## src/rtl/wb_trap_commit_pkg.sv

```systemverilog
// Shared types for the write-back trap sequencer.
// ExceptStruct carries the registered MEM/WB exception pack; TrapPkg holds the
// sequencer state encoding, CSR addresses, mstatus bit positions and privilege
// encodings.

package ExceptStruct;

  // Exception pack as registered in the MEM/WB exception register.
  typedef struct packed {
    logic        except;
    logic [63:0] epc;
    logic [63:0] ecause;
    logic [63:0] etval;
  } ExceptPack;

endpackage

package TrapPkg;

  typedef enum logic [2:0] {
    IDLE,
    W_EPC,
    W_CAUSE,
    W_TVAL,
    W_STATUS,
    REDIRECT
  } trap_state_e;

  // What the latched sequence is doing: trap entry or one of the returns.
  typedef enum logic [1:0] {
    KIND_TRAP,
    KIND_MRET,
    KIND_SRET
  } trap_kind_e;

  // Privilege encodings.
  localparam logic [1:0] PRIV_U = 2'd0;
  localparam logic [1:0] PRIV_S = 2'd1;
  localparam logic [1:0] PRIV_M = 2'd3;

  // CSR addresses written by the sequencer.
  localparam logic [11:0] CSR_MSTATUS = 12'h300;
  localparam logic [11:0] CSR_MEPC    = 12'h341;
  localparam logic [11:0] CSR_MCAUSE  = 12'h342;
  localparam logic [11:0] CSR_MTVAL   = 12'h343;
  localparam logic [11:0] CSR_SEPC    = 12'h141;
  localparam logic [11:0] CSR_SCAUSE  = 12'h142;
  localparam logic [11:0] CSR_STVAL   = 12'h143;

  // mstatus bit positions.
  localparam int unsigned MSTATUS_SIE    = 1;
  localparam int unsigned MSTATUS_MIE    = 3;
  localparam int unsigned MSTATUS_SPIE   = 5;
  localparam int unsigned MSTATUS_MPIE   = 7;
  localparam int unsigned MSTATUS_SPP    = 8;
  localparam int unsigned MSTATUS_MPP_LO = 11;
  localparam int unsigned MSTATUS_MPP_HI = 12;

  // Pick the M- or S-level copy of a trap CSR according to the trap target.
  function automatic logic [11:0] trap_csr(input logic [1:0]  tgt,
                                           input logic [11:0] m_addr,
                                           input logic [11:0] s_addr);
    return (tgt == PRIV_S) ? s_addr : m_addr;
  endfunction

endpackage

```

## src/rtl/wb_trap_commit_vec.sv

```systemverilog
// TrapVecCalc: turns a trap vector CSR into the trap-entry redirect PC.
// Optional feature macro: TRAP_VECTORED_EN (vectored mode for interrupts).

module TrapVecCalc (
  input  logic [63:0] tvec,
  input  logic        is_irq,
  input  logic [5:0]  cause_code,
  output logic [63:0] pc
);

  logic [63:0] base;

  assign base = {tvec[63:2], 2'b00};

`ifdef TRAP_VECTORED_EN
  // Vectored mode only applies to interrupts; exceptions always use the base.
  always_comb begin
    pc = base;
    if (tvec[1:0] == 2'b01 && is_irq) begin
      pc = base + {56'd0, cause_code, 2'b00};
    end
  end
`else
  logic unused_mode;

  // Direct mode only: the mode field and cause are irrelevant.
  assign unused_mode = ^{tvec[1:0], is_irq, cause_code};
  assign pc          = base;
`endif

endmodule

```

## src/rtl/wb_trap_commit.sv

```systemverilog
// wb_trap_commit: write-back trap sequencer. Owns the privilege level, walks
// the CSR updates of a trap / mret / sret through one CSR write port, then
// emits a single-cycle redirect with a full pipeline flush.
// Optional feature macro: TRAP_VECTORED_EN (forwarded to TrapVecCalc).

module wb_trap_commit
  import ExceptStruct::*;
  import TrapPkg::*;
(
  input  logic        clk,
  input  logic        rst,
  input  ExceptPack   except_wb,
  input  logic        valid_wb,
  input  logic        mret_wb,
  input  logic        sret_wb,
  input  logic [63:0] mstatus_i,
  input  logic [63:0] medeleg_i,
  input  logic [63:0] mtvec_i,
  input  logic [63:0] stvec_i,
  input  logic [63:0] mepc_i,
  input  logic [63:0] sepc_i,
  output logic [1:0]  priv,
  output logic        csr_we,
  output logic [11:0] csr_waddr,
  output logic [63:0] csr_wdata,
  output logic        trap_stall,
  output logic        redirect_valid,
  output logic [63:0] redirect_pc,
  output logic        flush_all
);

  trap_state_e state_q, state_d;
  logic [1:0]  priv_q, priv_d;
  trap_kind_e  kind_q, kind_d;
  logic [1:0]  tgt_q, tgt_d;
  logic [1:0]  old_priv_q, old_priv_d;
  logic [63:0] epc_q, epc_d;
  logic [63:0] ecause_q, ecause_d;
  logic [63:0] etval_q, etval_d;

  logic [63:0] status_new;
  logic [63:0] trap_pc;

  TrapVecCalc u_vec (
    .tvec       ((tgt_q == PRIV_S) ? stvec_i : mtvec_i),
    .is_irq     (ecause_q[63]),
    .cause_code (ecause_q[5:0]),
    .pc         (trap_pc)
  );

  // Next-state, latch capture and combinational CSR/redirect outputs.
  always_comb begin
    // NOTE: every signal gets a default first so no path through the case can infer a latch.
    state_d        = state_q;
    priv_d         = priv_q;
    kind_d         = kind_q;
    tgt_d          = tgt_q;
    old_priv_d     = old_priv_q;
    epc_d          = epc_q;
    ecause_d       = ecause_q;
    etval_d        = etval_q;
    status_new     = mstatus_i;
    csr_we         = 1'b0;
    csr_waddr      = 12'h000;
    csr_wdata      = 64'd0;
    trap_stall     = 1'b0;
    redirect_valid = 1'b0;
    redirect_pc    = 64'd0;

    case (state_q)
      IDLE: begin
        if (valid_wb && except_wb.except) begin
          epc_d      = except_wb.epc;
          ecause_d   = except_wb.ecause;
          etval_d    = except_wb.etval;
          old_priv_d = priv_q;
          kind_d     = KIND_TRAP;
          tgt_d      = (priv_q != PRIV_M && !except_wb.ecause[63] &&
                        medeleg_i[except_wb.ecause[5:0]]) ? PRIV_S : PRIV_M;
          trap_stall = 1'b1;
          state_d    = W_EPC;
        end else if (valid_wb && mret_wb) begin
          kind_d     = KIND_MRET;
          trap_stall = 1'b1;
          state_d    = W_STATUS;
        end else if (valid_wb && sret_wb) begin
          kind_d     = KIND_SRET;
          trap_stall = 1'b1;
          state_d    = W_STATUS;
        end
      end

      W_EPC: begin
        csr_we     = 1'b1;
        csr_waddr  = trap_csr(tgt_q, CSR_MEPC, CSR_SEPC);
        csr_wdata  = epc_q;
        trap_stall = 1'b1;
        state_d    = W_CAUSE;
      end

      W_CAUSE: begin
        csr_we     = 1'b1;
        csr_waddr  = trap_csr(tgt_q, CSR_MCAUSE, CSR_SCAUSE);
        csr_wdata  = ecause_q;
        trap_stall = 1'b1;
        state_d    = W_TVAL;
      end

      W_TVAL: begin
        csr_we     = 1'b1;
        csr_waddr  = trap_csr(tgt_q, CSR_MTVAL, CSR_STVAL);
        csr_wdata  = etval_q;
        trap_stall = 1'b1;
        state_d    = W_STATUS;
      end

      W_STATUS: begin
        case (kind_q)
          KIND_TRAP: begin
            if (tgt_q == PRIV_S) begin
              status_new[MSTATUS_SPIE] = mstatus_i[MSTATUS_SIE];
              status_new[MSTATUS_SIE]  = 1'b0;
              status_new[MSTATUS_SPP]  = old_priv_q[0];
            end else begin
              status_new[MSTATUS_MPIE] = mstatus_i[MSTATUS_MIE];
              status_new[MSTATUS_MIE]  = 1'b0;
              status_new[MSTATUS_MPP_HI:MSTATUS_MPP_LO] = old_priv_q;
            end
            priv_d = tgt_q;
          end
          KIND_MRET: begin
            status_new[MSTATUS_MIE]  = mstatus_i[MSTATUS_MPIE];
            status_new[MSTATUS_MPIE] = 1'b1;
            status_new[MSTATUS_MPP_HI:MSTATUS_MPP_LO] = PRIV_U;
            priv_d = mstatus_i[MSTATUS_MPP_HI:MSTATUS_MPP_LO];
          end
          default: begin
            status_new[MSTATUS_SIE]  = mstatus_i[MSTATUS_SPIE];
            status_new[MSTATUS_SPIE] = 1'b1;
            status_new[MSTATUS_SPP]  = 1'b0;
            priv_d = {1'b0, mstatus_i[MSTATUS_SPP]};
          end
        endcase
        csr_we     = 1'b1;
        csr_waddr  = CSR_MSTATUS;
        csr_wdata  = status_new;
        trap_stall = 1'b1;
        state_d    = REDIRECT;
      end

      REDIRECT: begin
        // Anything in WB this cycle is being flushed, so inputs are ignored.
        redirect_valid = 1'b1;
        case (kind_q)
          KIND_TRAP: redirect_pc = trap_pc;
          KIND_MRET: redirect_pc = mepc_i;
          default:   redirect_pc = sepc_i;
        endcase
        state_d = IDLE;
      end

      default: state_d = IDLE;
    endcase
  end

  // Control state: sequencer state and current privilege.
  always_ff @(posedge clk) begin
    // NOTE: sequential state uses non-blocking assignments so every flop samples pre-edge values.
    if (rst) begin
      state_q <= IDLE;
      priv_q  <= PRIV_M;
    end else begin
      state_q <= state_d;
      priv_q  <= priv_d;
    end
  end

  // Latched trap payload; only read after IDLE has captured it.
  always_ff @(posedge clk) begin
    // NOTE: payload registers carry no reset; the state machine never reads them before a capture.
    kind_q     <= kind_d;
    tgt_q      <= tgt_d;
    old_priv_q <= old_priv_d;
    epc_q      <= epc_d;
    ecause_q   <= ecause_d;
    etval_q    <= etval_d;
  end

  assign priv      = priv_q;
  assign flush_all = redirect_valid;

endmodule

```

## config.mk

```make
export PLATFORM = sky130hd
export DESIGN_NAME = wb_trap_commit
export DESIGN_NICKNAME = d
export VERILOG_FILES = /design/src/rtl/wb_trap_commit_pkg.sv /design/src/rtl/wb_trap_commit_vec.sv /design/src/rtl/wb_trap_commit.sv
export SDC_FILE = /design/constraint.sdc
export NUM_CORES = 1
export LEC_CHECK = 0
export BUFFER_PORTS_ARGS = -buffer_cell sky130_fd_sc_hd__buf_4
export CAP_MARGIN = 20
export CORE_AREA = 5 5 281 283
export CTS_BUF_LIST = sky130_fd_sc_hd__clkbuf_8
export CTS_CLUSTER_DIAMETER = 100
export DETAILED_ROUTE_END_ITERATION = 10
export DIE_AREA = 0 0 286 288
export MAX_ROUTING_LAYER = met4
export SKIP_LAST_GASP = 1
export SYNTH_ARGS = -nofsm -noshare
export SYNTH_HDL_FRONTEND = slang
export SYNTH_SLANG_ARGS = --single-unit
```

## constraint.sdc

```tcl
create_clock -name clk -period 19.45 [get_ports clk]
set_clock_uncertainty 0.15 [all_clocks]
set_input_delay 2.9175 -clock clk [delete_from_list [all_inputs] [get_ports clk]]
set_output_delay 2.9175 -clock clk [all_outputs]
set_load 0.01 [all_outputs]
```

-- Word level (Yosys, flattened, before mapping)
Cells that the tools add are included.
- logic and storage cells: 68
- register bits: 203
- output and inout bits: 146
- $lt $le $gt $ge: 1
- multiplexer cells: 36
- reductions and logical operators: 13
- eq/ne operators: 9
- operators with widths (kind ; number):
    64-bit one-hot mux with 4 select lines ; 1
    64-bit two-way mux ; 2
    64-bit one-hot mux with 2 select lines ; 1
    10-bit one-hot mux with 4 select lines ; 1
    10-bit two-way mux ; 3
    3-bit one-hot mux with 5 select lines ; 1
    1-bit two-way mux ; 12
    1-bit one-hot mux with 2 select lines ; 6
    3-bit two-way mux ; 3
    2-bit one-hot mux with 2 select lines ; 2
    6-bit by 7-bit less-than comparator with 1-bit output, second input constant ; 1
    1-bit binary-select mux with 6-bit select ; 1
    3-bit by 2-bit equality test with 1-bit output, second input constant ; 2
    3-bit equality test, second input constant ; 2
    2-bit two-way mux ; 3
    1-bit logical AND ; 5
    2-bit by 1-bit equality test with 1-bit output, second input constant ; 2
    4-bit inequality test, second input constant ; 1
    2-bit AND reduction ; 2
    4-bit OR reduction ; 1
    3-bit by 1-bit equality test with 1-bit output, second input constant ; 1
    3-bit zero test ; 1
    3-bit nonzero test ; 1
    2-bit zero test ; 1
    other kinds (3) ; 3

-- Longest topological paths before layout
Gate-level depths: netlist (run 1).
- depth in word-level cells: 5
- mapped depth: 8
- gate-level depth less buffers: 5

-- Hierarchy
From an unflattened synthesis (run 1), not the netlist that was laid out.
- cells, all modules: 957
- area total of the unflattened synthesis: 11170.7 um2
- by module, submodules not included (module ; cells an instance ; area each (um2) ; times used):
    wb_trap_commit ; 892 ; 10686.5 ; 1
    TrapVecCalc ; 65 ; 484.2 ; 1

-- Least setup slack after synthesis (run 1)
OpenSTA, ideal clock, no wires.
- kind: input -> register
- from: input valid_wb
- to: register ecause_q[0] (enable)
- data arrival time: 16.187 ns
- setup slack: 2.121 ns
- required time: 18.308 ns
- setup time: 0.992 ns
- stages: 2
- path through: nand3b_1 -> nor3_1
- cells in the longest elaborated chain, start to end: 2
- ends and longest elaborated chain (element ; line ; RTL):
    start, declared ; wb_trap_commit.sv:13 ; input logic valid_wb,
    1-bit logical AND ; wb_trap_commit.sv:72 ; if (valid_wb && except_wb.except) begin
    2-bit AND reduction (no source line) ; - ;
    end signal, assigned ; wb_trap_commit.sv:185 ; ecause_q <= ecause_d;
    end, declared ; wb_trap_commit.sv:38 ; logic [63:0] ecause_q, ecause_d;
No other way between the ends.
A chain may end at the register's enable or synchronous reset.

-- Worst setup path in the final report (run 1)
- from: input mepc_i[47]
- to: output redirect_pc[47]
- cells in the longest elaborated chain, start to end: 2
- ends and longest elaborated chain (element ; line ; RTL):
    start, declared ; wb_trap_commit.sv:20 ; input logic [63:0] mepc_i,
    64-bit one-hot mux with 2 select lines ; wb_trap_commit.sv:154 ; case (kind_q)
    64-bit two-way mux ; wb_trap_commit.sv:70 ; case (state_q)
    end, declared ; wb_trap_commit.sv:28 ; output logic [63:0] redirect_pc,
No other way between the ends.

==> metrics.txt, run 1 <==
run status finished, final reports clean; H-tree depth 2; layout cells sized above 1 0.521; FF+latch count, synth 202; post_cts resized 0; drc violations 0; filler instances roughly 8300; startpoint types input port; slowest CP cell a221oi_1; largest net degree at the start of global routing roughly 80; WS Path Type in -> out; Tcrit/Tclk final 0.365; commonest non-fill, non-tap cell in the layout buf_4; root buffer cell clkbuf_8; via count between 10000 and 15000; Nets 2129; multi-input combinational cell area ~3900 µm²; Largest stage delay, worst path around 510 ps; Tot Pwr roughly 1.3 mW; drt initial violations 500; DPL Wire Length 49300 µm; Setup TNS Final 0 ps; Die ar. 82400 µm²; post-route ant nets 0; Clock Sink Count 202; Mapped Area ~10000 µm²; Layout Cells excl Fill 2578; Lkg Pwr around 7.4 nW; Crit. Startpoint mepc_i[47]; Worst-Skew Late Latency 610 ps; vias in the first global route 10400; synthesized area per cell approximately 12 µm²; first-pass GRT wire length roughly 80000 µm; postcts setup bufs 0; CTS Buffer Depth 3; share of synthesized registers carrying an async set or reset 0; # Max-Cap Violations 0; HP Class reg -> reg; Slew Viols, Final 0; count of cell types in the netlist 37; global-route usage over all layers 0.139; Yosys warning total 0; delay-heaviest family, CP compound AO/OA/AOI/OAI gates; Comb pwr share 0.269; crit path max fanout 1; Die Wd 286 µm; Setup-failing EPs final 0; fmax ~140 MHz; Rows 102; share of the synthesized area in the top cell type 0.579; Placer Congestion 0.848; unrepaired setup endpoints after global routing false; Via density 3.98; initial antenna violation count 23; final wirelength 60400 µm; post-synth top area cell edfxtp_1; IO Port Bufs between 700 and 800; Critical Path RT about 16000 ps; most frequent cells in the layout 735 x buf_4, 197 x edfxtp_1, 164 x a22oi_1; post-route minimum period around 7000 ps; Cells after DPL 2494; NetSw roughly 0.4 mW; Slew Limit Headroom 0.264; crit-path cells buf_4, a22oi_1, nor2_1, a221oi_1, nor2_1, buf_4; hold buffers post-CTS 0; sequential power share 0.410; CTS clk-pin slew, worst paths 50 ps; CTS tree yes; Hold Crit Start priv[1]; sw frac 0.303; CTS buffer count 39; FF+latch area 6020 µm²; endpoints failing hold 0; Core Box Area 76400 µm²; Remaining Overflow, GRT 0; top_reg_cell synth edfxtp_1; Arr. time, crit path 4030 ps; Peak VDD IR 0.0631 mV; First-pass DRT Iterations 5; area grow syn2layout 70.5%; sequential element share of the synthesized area 0.589; clock network power share 0.321; Die H 288 µm; r2r startpoint state_q[0]; drt wl/cell 23.4 µm; synth top area cells edfxtp_1 58%, a22oi_1 12%, mux2i_1 5.5%, nor2_1 4.1%, mux4_2 3.7%; post-synthesis cell count 850; Int Pwr about 0.9 mW; EDFF count, synth slightly below 200; Starting Density 0.134; Worst Path Buf+Inv 2; pwr/cell area 74.3 nW/µm²; Worst Tran Pin Value between 1000 and 1500 ps; Ports 728; CP endpoint kind primary output
-- cell families (layout without fill, tap and decap cells) --
logic type,count (synthesis),after routing,share of synthesized area
mux,80,80,0.100
flops,202,202,0.589
compound gates,251,251,0.182
other cells,1,25,0.000367
buf+inv,90,806,0.0390
simple gates,226,226,0.0893
-- sequential cells by signal, indices dropped and copies added, names as in the netlist --
| register | cells |
|---|---|
| ecause_q | 64 |
| epc_q | 64 |
| etval_q | 64 |
| state_q | 3 |
| kind_q | 2 |
| old_priv_q | 2 |
| priv | 2 |
| tgt_q | 1 |
-- cell usage after synthesis, types with 6 or more instances --
cell      instances
buf_4             9
nor2b_1          10
buf_1            12
mux2_2            7
mux4_2           17
clkbuf_1         56
buf_2             6
nor2_1          112
edfxtp_1        197
a22oi_1         164
nand2_1          89
a221oi_1         37
o21ai_0          27
o22ai_1           7
mux2i_1          56
-- worst register-to-register path: stages (launching register included) --
cell	delay [ps]
dfxtp_1	640
nor3_2	370
buf_4	490
buf_4	930
-- power by group through the flow --
| stage | Sequential (mW) | Combinational [mW] | Clock, mW |
|---|---|---|---|
| floorplan | 0.549 | 0.147 | 0 |
| global placement | 0.539 | 0.352 | 0 |
| detailed placement | 0.540 | 0.354 | 0 |
| CTS | 0.531 | 0.355 | 0.439 |
| global route | 0.533 | 0.376 | 0.458 |
| finish | 0.530 | 0.348 | 0.416 |
-- metrics by stage --
step            util  cell area, µm²  worst slack [ps]  hold WS [ps]
4_1_cts        0.227           17400             12350           566
6_report       0.228           17400             12350           520
5_1_grt        0.228           17400             12280           571
3_3_place_gp   0.218           16600             12360           544
2_1_floorplan      -           10200              2120           385
3_5_place_dp   0.218           16600             12350           548
-- per-layer routing --
layer  GRT usage  vias up  share of wire
met2       0.233      568           0.50
li1            -     4739              -
met1       0.154     4869           0.38
met4      0.0534        0          0.032
met5           -        -              0
met3      0.0451       88          0.088
-- path summary, 6_finish.rpt --
kind                                   endpoint  slack, ps  cells past startpoint
worst min register to register    old_priv_q[1]        520                      0
worst min-delay path              old_priv_q[1]        520                      0
worst max-delay path            redirect_pc[47]      12350                      6
worst max register to register        epc_q[13]      16330                      3
-- layout make-up --
cell class | count | share of cell area
Antenna cell | 18 | 0.00259
Clock buffer | 39 | 0.0308
Clock inverter | 27 | 0.0106
Inverter | 5 | 0.00108
Multi-Input combinational cell | 564 | 0.222
Sequential cell | 202 | 0.345
Tap cell | 988 | 0.0710
Timing Repair Buffer | 735 | 0.317
Note: power is estimated with default switching activity, not from simulation.
==> inputs of run 2 (changes only) <==
Clock period 19.45 ns to 7.4 ns, I/O delays scaled along.
==> metrics.txt, run 2 (same netlist as run 1, synthesis figures left out) <==
Tcrit/Tclk final 0.597; CTS tree yes (unchanged); Metal-1 WL 21300 µm (was 23000 µm); slowest CP cell dfxtp_1 (was a221oi_1); post_cts resized 0 (unchanged); Worst-Skew Late Latency 590 ps (was 610 ps); first-pass GRT wire length 77400 µm (was 78400 µm); fin worst setup slack 2980 ps (was 12350 ps); Comb pwr share 0.268 (was 0.269); IO Port Bufs 716 (unchanged); largest net degree at the start of global routing 159 (was 81); CP endpoint kind primary output (unchanged); sequential power share 0.408 (was 0.410); final core utilization 0.229 (was 0.228); initial antenna violation count 30 (was 23); Slew Viols, Final 0 (unchanged); fmax 226 MHz; Rows 102 (unchanged); Placement Setup Slack 3570 ps (was 12350 ps); Setup TNS Final 0 ps (unchanged); CTS Buffer Depth 3 (unchanged); Nets 2133 (was 2129); met2 wire len 30200 µm (was 30100 µm); Setup-failing EPs final 0 (unchanged); Worst Path Buf+Inv 4 (was 2); crit path max fanout 35 (was 1); Die ar. 82400 µm² (unchanged); hold buffers post-CTS 0 (unchanged); Peak VDD IR 0.148 mV (was 0.0631 mV); drt initial violations 475 (was 500); Arr. time, crit path 3160 ps (was 4030 ps); Largest stage delay, worst path 560 ps (was 510 ps); startpoint types flop (was input port); clock network power share 0.324 (was 0.321); WL met3 5280 µm (was 5320 µm); Via density 4.00 (was 3.98); DPL Wire Length 48400 µm (was 49300 µm); layout cells sized above 1 0.523 (was 0.521); Remaining Overflow, GRT 0 (unchanged); via count 10300 (about the same); commonest non-fill, non-tap cell in the layout buf_4 (unchanged); crit-path cells buf_4, nor2b_1, buf_4, nand2_2, buf_4, nor2_1, buf_4 (was buf_4, a22oi_1, nor2_1, a221oi_1, nor2_1, buf_4); sw frac 0.296 (was 0.303); postcts setup bufs 0 (unchanged); Critical Path RT 6140 ps (was 16380 ps); vias in the first global route 10500 (was 10400); HP Class reg -> reg (unchanged); CTS clk-pin slew, worst paths 60 ps (was 50 ps); First-pass DRT Iterations 5 (unchanged); Int Pwr 2.40 mW (was 0.902 mW); Die H 288 µm (unchanged); Top Registers ecause_q x64, epc_q x64, etval_q x64 (unchanged); drc violations 0 (unchanged); NetSw 1.01 mW (was 0.392 mW); Ports 728 (unchanged); Starting Density 0.134 (unchanged); most frequent cells in the layout 734 x buf_4, 197 x edfxtp_1, 164 x a22oi_1 (was 735 x buf_4, 197 x edfxtp_1, 164 x a22oi_1); pwr/cell area 195 nW/µm² (was 74.3 nW/µm²); post-route ant nets 0 (unchanged); final wirelength 59000 µm (was 60400 µm); root buffer cell clkbuf_8 (unchanged); post-route minimum period about 4400 ps; CP most frequent cell buf_4; run status finished, final reports clean (unchanged); DR top layer met4 (unchanged); WS Path Type reg -> out (was in -> out); Worst Tran Pin Value 985 ps (was 1100 ps); drt wl/cell 22.9 µm (was 23.4 µm); Slew Limit Headroom 0.343 (was 0.264); unrepaired setup endpoints after global routing false (unchanged); delay-heaviest family, CP buffers and inverters (was compound AO/OA/AOI/OAI gates); endpoints failing hold 0 (unchanged); global-route usage over all layers 0.136 (was 0.139); Lkg Pwr 7.51 nW (was 7.44 nW); CTS buffer count 40 (was 39); Die Wd 286 µm (unchanged); # Max-Cap Violations 0 (unchanged); area grow syn2layout 71.8% (was 70.5%); Placer Congestion 0.872 (was 0.848); Clock Sink Count 202 (unchanged); H-tree depth 2 (unchanged); Core Box Area 76400 µm² (unchanged)
==> run 2: cell types whose count changed in the layout (fill, tap and decap cells not counted), moves of 2 or more <==
cell        previous run  this run
buf_12                 0         2
buf_16                 0         2
clkinv_2               1         5
clkinvlp_4             3         1
diode_2               18        14
==> run 2: final cells by class <==
cell class	instances	area (µm²)
antenna	14	35.0
clock buffer	40	551
clock inverter	31	215
fill	8232	58900
inverter	5	18.8
multi-input combinational	564	3870
sequential	202	6020
tap	988	1240
timing repair buffer	738	5610
==> run 2: worst paths after layout <==
path / start / endpoint / slack [ps] / cells past startpoint
worst max-delay path: state_q[1] / redirect_pc[37] / 2980 / 7
worst min-delay path: priv[1] / old_priv_q[1] / 490 / 0
worst max register to register: state_q[2] / epc_q[18] / 4730 / 4
worst min register to register: priv[1] / old_priv_q[1] / 490 / 0
==> run 2: power by group through the flow <==
stage | registers (mW) | logic [mW] | clock network, mW
floorplan | 1.41 | 0.387 | 0
global placement | 1.42 | 0.915 | 0
detailed placement | 1.42 | 0.932 | 0
CTS | 1.39 | 0.934 | 1.17
global route | 1.40 | 0.992 | 1.22
finish | 1.39 | 0.916 | 1.10
==> run 2: routing by layer <==
layer,vias to the layer above,GRT usage
met4,0,0.0536
met3,112,0.0432
met1,4876,0.143
met5,-,-
met2,596,0.237
li1,4746,-
==> run 2: metrics by stage <==
stage | cells | cell area [µm²] | hold slack (ps) | power [mW]
after floorplan | 856 | 10200 | 385 | 1.80
after global placement | 2495 | 16700 | 478 | 2.33
after detailed placement | 2497 | 16700 | 479 | 2.35
after CTS | 2568 | 17500 | 439 | 3.50
after global routing | 2580 | 17500 | 455 | 3.61
final | 2582 | 17500 | 489 | 3.41
